**src/rtl/priority_arbiter.sv**
```systemverilog
// Eight-way arbiter that grants either by fixed priority or by downward
// round-robin. A grant is held until done, a request drop, disable, or the MAX_HOLD limit.
module priority_arbiter #(
   parameter int unsigned MAX_HOLD = 16
) (
   input  logic       clk,
   input  logic       rst_n,
   input  logic       en,
   input  logic       mode,
   input  logic [7:0] req,
   input  logic       done,
   output logic [7:0] gnt,
   output logic [2:0] gnt_id,
   output logic       gnt_valid,
   output logic       timeout
);

   typedef enum logic [1:0] {
      IDLE,
      GRANT,
      RELEASE
   } state_t;

   localparam logic [7:0] LIMIT = 8'(MAX_HOLD - 1);

   state_t     state_q, state_d;
   logic [7:0] gnt_q, gnt_d;
   logic [2:0] gnt_id_q, gnt_id_d;
   logic       gnt_valid_q, gnt_valid_d;
   logic       timeout_q, timeout_d;
   logic [7:0] cnt_q, cnt_d;
   logic [2:0] last_id_q, last_id_d;

   logic [2:0] fix_id;
   logic [2:0] rr_id;
   logic [2:0] rr_idx;
   logic [2:0] win_id;
   logic       hold_limit;
   logic       req_drop;

   // Later loop iterations overwrite earlier ones, so the last match wins:
   // ascending order favours the highest index, and descending step order
   // favours the position nearest below last_id.
   always_comb begin
      fix_id = 3'd0;
      rr_id  = 3'd0;
      rr_idx = 3'd0;
      for (int i = 0; i < 8; i++) begin
         if (req[i]) fix_id = 3'(i);
      end
      for (int k = 8; k >= 1; k--) begin
         rr_idx = last_id_q - 3'(k);
         if (req[rr_idx]) rr_id = rr_idx;
      end
      win_id = mode ? rr_id : fix_id;
   end

   always_comb begin
      state_d     = state_q;
      gnt_d       = gnt_q;
      gnt_id_d    = gnt_id_q;
      gnt_valid_d = gnt_valid_q;
      timeout_d   = 1'b0;
      cnt_d       = cnt_q;
      last_id_d   = last_id_q;
      hold_limit  = (cnt_q == LIMIT);
      req_drop    = !req[gnt_id_q];

      case (state_q)
         IDLE: begin
            gnt_d       = 8'h00;
            gnt_id_d    = 3'd0;
            gnt_valid_d = 1'b0;
            if (en && (req != 8'h00)) begin
               state_d     = GRANT;
               gnt_d       = 8'b1 << win_id;
               gnt_id_d    = win_id;
               gnt_valid_d = 1'b1;
               cnt_d       = 8'd0;
               last_id_d   = win_id;
            end
         end
         GRANT: begin
            if (done || req_drop || hold_limit || !en) begin
               state_d     = RELEASE;
               gnt_d       = 8'h00;
               gnt_id_d    = 3'd0;
               gnt_valid_d = 1'b0;
               cnt_d       = 8'd0;
               // The limit only reports a timeout when nothing else ended the grant.
               timeout_d   = hold_limit && !done && !req_drop && en;
            end else begin
               cnt_d = cnt_q + 8'd1;
            end
         end
         RELEASE: begin
            state_d     = IDLE;
            gnt_d       = 8'h00;
            gnt_id_d    = 3'd0;
            gnt_valid_d = 1'b0;
         end
         default: begin
            state_d     = IDLE;
            gnt_d       = 8'h00;
            gnt_id_d    = 3'd0;
            gnt_valid_d = 1'b0;
         end
      endcase
   end

   always_ff @(posedge clk) begin
      if (!rst_n) begin
         state_q     <= IDLE;
         gnt_q       <= 8'h00;
         gnt_id_q    <= 3'd0;
         gnt_valid_q <= 1'b0;
         timeout_q   <= 1'b0;
         cnt_q       <= 8'd0;
         last_id_q   <= 3'd0;
      end else begin
         state_q     <= state_d;
         gnt_q       <= gnt_d;
         gnt_id_q    <= gnt_id_d;
         gnt_valid_q <= gnt_valid_d;
         timeout_q   <= timeout_d;
         cnt_q       <= cnt_d;
         last_id_q   <= last_id_d;
      end
   end

   assign gnt       = gnt_q;
   assign gnt_id    = gnt_id_q;
   assign gnt_valid = gnt_valid_q;
   assign timeout   = timeout_q;

endmodule
```
**config.mk**
```make
export PLATFORM = sky130hd
export DESIGN_NAME = priority_arbiter
export DESIGN_NICKNAME = d
export VERILOG_FILES = /design/src/rtl/priority_arbiter.sv
export SDC_FILE = /design/constraint.sdc
export NUM_CORES = 1
export LEC_CHECK = 0
export CORE_MARGIN = 2
export CORE_UTILIZATION = 48
export DETAILED_ROUTE_END_ITERATION = 12
export GPL_TIMING_DRIVEN = 0
export HOLD_SLACK_MARGIN = 0.03
export PLACE_DENSITY = 0.78
export RECOVER_POWER = 50
export SETUP_SLACK_MARGIN = 0.4
export SLEW_MARGIN = 20
export SYNTH_ARGS = -nofsm -noshare
export SYNTH_HDL_FRONTEND = slang
export SYNTH_SLANG_ARGS = --single-unit
```
**constraint.sdc**
```tcl
create_clock -name clk -period 4.2 [get_ports clk]
set_clock_uncertainty 0.1 [all_clocks]
set_input_delay 0.63 -clock clk [delete_from_list [all_inputs] [get_ports clk]]
set_output_delay 0.63 -clock clk [all_outputs]
set_load 0.1 [all_outputs]
```
==> impl_metrics.ini, run 1 <==
[timing]
setup_viol = 0
period_share = 0.821
drv_slew = 0
fin_setup_tns_ns = 0
timing.hold.ws_ns = 0.351
hold_viol_final = 0
fmax_ghz = 0.290
rsz0062_at_grt = false
finalCriticalPeriod_ns = 3.45
tightest_slew_ns = 0.988
maxSlewHeadroom = 0.339

[routing]
drc = 0
drtAntennaViolNets = 0
first_iter_violations = 87
num_vias = 1751
avgRoutedWirePerCell_um = 16.7
wl_um = 4790
dr.pass1.iters = 4
vias_per_cell = 6.10

[finish]
fin_nets = 254
multi_input_area_sq_um = 1380
layout_commonest_cell = dfxtp_1
layout-drive-gt1-share = 0.177
final_cell_mix = 26 x dfxtp_1, 20 x nand2_1, 19 x nor2_1, 14 x dlygate4sd3_1
num-fill-cells = 365
seq_area_sq_um = 520
num_antenna_cells = 0
area_growth_pct = 15.5

[clock_network]
cts-root-buf = clkbuf_8
clk_path_buf_depth = 2
clock_sinks = 26
insertion_delay_ns = 0.28
htree_levels = 1
clkTransAtPathRegs_ns = 0.09
holdBufCountCts = 0
cts_resized = 0
postCtsSetupBuffers = 0
numCtsBuffers = 3
cts_tree = yes

[outcome]
status = finished clean

[synthesis]
syn_area_sq_um = 2010
synth_cell_types = 54
seq_area_frac_synth = 0.259
synth.avg_cell_area_sq_um = 9.36
yosysWarnings = 0
ys_seq_elements = 26
syn_nets = 231
synth_edf_count = 0
async_reset_ff_frac = 0
synthCells = 215
yosys_most_used_dff = dfxtp_1

[setup_path]
crit_path_end_kind = flop
reg2reg_depth = 10
crit_path_cell_trace = buf_2 -> inv_1 -> ha_1 -> mux4_2 -> mux2_4 -> o211ai_2 -> nand3_1 -> o211ai_1 -> nor2_1 -> a32o_1
cp-start-kind = flop
crit_fanout = 10
cpLargestDelayFamily = multiplexers
cp.required_ns = 4.28
crit_start = last_id_q[1]
reg2reg_slack_ns = 0.75
path_buf_inv = 2
path_depth = 10
crit_path_end = gnt[4]
cpPeakStageDelay_ns = 0.61
cp.arrival_ns = 3.53
critPathKind = flop to flop
r2r-end = gnt[4]
r2r-start = last_id_q[1]
worst_path_max_delay_cell = mux4_2

[floorplanning]
die_width_um = 68.7
core-area_sq_um = 4030
initial_core_util = 0.499
rows = 23
io_pins = 26
dieArea_sq_um = 4730
die_h_um = 68.7

[global_routing]
grt.total_usage = 0.225
antenna_found_initial = 0
grt_first_pass_wirelength_um = 7990
first_global_vias = 1705
grt_remaining_overflow = 0
grt_max_degree = 16

[worst_hold_path]
min_path_type = flop to flop

[pwr]
powerDensity_nw_per_um2 = 414
p_leak_nw = 0.914
vdd_drop_max_mv = 0.262

[run]
drv_cap = 0

[placed_design]
dp_hpwl_um = 3590
gp_congestion = 0.865
io_buffer_count = 18
-- cell type report --
type / count / share of cell area
Buffer: 15 / 0.0344
Clock buffer: 3 / 0.0178
Clock inverter: 1 / 0.0129
Inverter: 9 / 0.0145
Multi-Input combinational cell: 165 / 0.592
Sequential cell: 26 / 0.224
Tap cell: 50 / 0.0269
Timing Repair Buffer: 18 / 0.0775
-- power breakdown --
part	switching [mW]	internal (mW)	total [mW]
logic	0.283	0.196	0.478
clock network	0.0824	0.128	0.210
registers	0.0130	0.260	0.273
total	0.378	0.583	0.961
-- metrics by stage --
step / utilization / cell area, sq um / total power [mW] / setup slack [ns] / instances
floorplan: - / 2010 / 0.661 / 1.18 / 215
detailed placement: 0.560 / 2250 / 0.753 / 0.738 / 283
finish: 0.577 / 2320 / 0.961 / 0.754 / 287
CTS: 0.577 / 2330 / 0.963 / 0.731 / 287
global route: 0.577 / 2320 / 1.01 / 0.484 / 287
global placement: 0.560 / 2250 / 0.745 / 0.810 / 283
-- synthesized netlist by cell type, types with 5 or more instances --
| cell type | n | share of area |
|---|---|---|
| buf_2 | 10 | 0.025 |
| dfxtp_1 | 26 | 0.26 |
| nor4_1 | 5 | 0.016 |
| nand3_1 | 6 | 0.015 |
| inv_1 | 8 | 0.015 |
| xor2_1 | 6 | 0.026 |
| mux4_2 | 12 | 0.13 |
| o21ai_1 | 7 | 0.017 |
| nor2_1 | 19 | 0.035 |
| xnor2_1 | 6 | 0.026 |
| nand2_1 | 20 | 0.037 |
| a22oi_1 | 6 | 0.022 |
| mux2i_1 | 12 | 0.060 |
| a21oi_1 | 7 | 0.017 |
-- sequential cells by signal, indices dropped and copies added, names as in the netlist --
signal,flops
gnt_id,3
timeout,1
cnt_q,8
gnt,8
state_q,2
gnt_valid,1
last_id_q,3
-- worst min path at each step --
stage / from / to / cells past startpoint
after floorplan: cnt_q[7] / cnt_q[7] / 2
after global placement: gnt[3] / gnt[3] / 2
after detailed placement: gnt[0] / gnt[0] / 2
after CTS: gnt[2] / gnt[2] / 2
after global routing: gnt[2] / gnt[2] / 2
final: gnt[2] / gnt[2] / 2
-- worst reg2reg max path, stage by stage (launching register included) --
cell	delay (ns)
dfxtp_1	0.48
buf_2	0.31
inv_1	0.12
ha_1	0.39
mux4_2	0.61
mux2_4	0.34
o211ai_2	0.16
nand3_1	0.11
o211ai_1	0.36
nor2_1	0.12
a32o_1	0.26
-- per-layer routing --
layer / up-vias / track usage / part of all wire
li1: 853 / - / -
met1: 831 / 0.299 / 0.45
met2: 58 / 0.370 / 0.48
met3: 9 / 0.0487 / 0.057
met4: 0 / 0.0588 / 0.013
met5: - / 0 / 0
-- cells by family after synthesis --
family                     Yosys count  share of synthesized area
AOI/OAI and AO/OA                   50                      0.195
xor gates and xnor gates            12                     0.0522
adders and majority gates            3                     0.0187
buffers and inverters               24                     0.0566
DFF                                 26                      0.259
muxes                               30                      0.244
and+or+nand+nor                     70                      0.174
Power figures use the tool's default switching activity.
==> inputs of run 2 (changes only) <==
Clock period 4.2 ns to 3.2 ns, I/O delays scaled along.
==> impl_metrics.ini, run 2 (synthesized netlist as in run 1, its figures left out) <==
[outcome]
status = finished clean

[clock_network]
insertion_delay_ns = 0.27
clock_sinks = 26
htree_levels = 1
cts_tree = yes
clk_path_buf_depth = 2
numCtsBuffers = 3
cts-root-buf = clkbuf_8
clkTransAtPathRegs_ns = 0.09

[global_routing]
grt_max_degree = 16
antenna_found_initial = 0
first_global_vias = 1750
grt_remaining_overflow = 0
grt_first_pass_wirelength_um = 8250
grt.total_usage = 0.235

[floorplanning]
die_h_um = 68.7
dieArea_sq_um = 4730
core-area_sq_um = 4030
die_width_um = 68.7
initial_core_util = 0.499
rows = 23
io_pins = 26

[finish]
layout_commonest_cell = dfxtp_1
multi_input_area_sq_um = 1520
area_growth_pct = 28.9
seq_area_sq_um = 531
fin_nets = 266
fin_util = 0.643
num_antenna_cells = 0
layout-drive-gt1-share = 0.297
final_cell_area_sq_um = 2590
final_cell_mix = 22 x dfxtp_1, 19 x nand2_1, 17 x nor2_1, 13 x dlygate4sd3_1, 12 x mux4_2
fin_cells = 299
num-fill-cells = 310

[pwr]
powerDensity_nw_per_um2 = 558
vdd_drop_max_mv = 0.398
p_leak_nw = 1.01

[setup_path]
r2r-end = gnt[5]
cp-start-kind = flop
critPathKind = flop to flop
r2r-start = last_id_q[1]
reg2reg_slack_ns = 0.33
reg2reg_depth = 11
cp.arrival_ns = 2.95
crit_fanout = 5
crit_path_end_kind = flop
cp.required_ns = 3.27

[run]
drv_cap = 0

[placed_design]
io_buffer_count = 18
dp_hpwl_um = 3460
gp_congestion = 0.878
postPlaceCellArea_sq_um = 2280
dp_cells = 283

[routing]
avgRoutedWirePerCell_um = 17.9
dr.pass1.iters = 4
drc = 0
drtAntennaViolNets = 0
first_iter_violations = 100
num_vias = 1855
vias_per_cell = 6.20
wl_um = 5340

[worst_hold_path]
min_path_type = flop to flop
hold_depth = 2
worst_hold_startpoint = gnt[2]
worst_hold_path.endpoint = gnt[2]

[timing]
fmax_ghz = 0.348
finalCriticalPeriod_ns = 2.87
period_share = 0.898
maxSlewHeadroom = 0.335
hold_viol_final = 0
drv_slew = 0
setup_viol = 0
rsz0062_at_grt = true
tightest_slew_ns = 0.995
## run 2: through the flow
stage	hold WS, ns	setup WS [ns]	TNS [ns]	power, mW
finish	0.364	0.327	0	1.45
CTS	0.363	0.397	0	1.35
global route	0.392	0.225	0	1.50
global placement	0.340	-0.0267	-0.0267	0.991
floorplan	0.379	0.395	0	0.879
detailed placement	0.348	-0.0450	-0.0450	0.996
## run 2: report_power, final
group	internal [mW]	total, mW	switching [mW]	leakage [nW]
clock	0.167	0.272	0.104	0.0357
sequential	0.343	0.357	0.0142	0.213
combinational	0.363	0.818	0.456	0.757
## run 2: final cells by class
class	instances	share of cell area
Clock buffer	3	0.0159
Clock inverter	1	0.0116
Inverter	9	0.0169
Tap cell	50	0.0241
Multi-Input combinational cell	165	0.584
Timing Repair Buffer	30	0.105
Sequential cell	26	0.205
Buffer	15	0.0376
## run 2: critical path, stage by stage (launching register included)
cell and delay, ns:
dfxtp_4 0.37, buf_8 0.11, inv_4 0.04, ha_4 0.28, mux4_2 0.57, mux2i_4 0.21, o211ai_1 0.13, buf_4 0.17
a2111oi_4 0.33, nand3b_4 0.22, nor2_4 0.05, a22o_1 0.19
## run 2: repair_timing
action | 4_1_cts | 5_1_grt
setup endpoints to repair | 13 | 14
hold buffers | 0 | 0
resized for setup | 20 | 15
pin swaps | 8 | 7
setup buffers | 10 | 2
## run 2: how the worst max path moves through the flow
stage / startpoint / cells past startpoint / slack (ns) / endpoint
6_report: last_id_q[1] / 11 / 0.33 / gnt[5]
4_1_cts: last_id_q[1] / 10 / 0.40 / gnt[5]
2_1_floorplan: last_id_q[0] / 10 / 0.40 / gnt[6]
3_5_place_dp: req[0] / 8 / -0.04 / gnt[4]
5_1_grt: last_id_q[1] / 12 / 0.22 / gnt[4]
3_3_place_gp: req[0] / 8 / -0.03 / gnt[4]
## run 2: layer usage
layer / wire, um / up-vias / GRT usage
li1: - / 874 / -
met1: 2230 / 885 / 0.296
met2: 2640 / 83 / 0.405
met3: 346 / 13 / 0.0341
met4: 119 / 0 / 0.0907
met5: 0 / - / 0
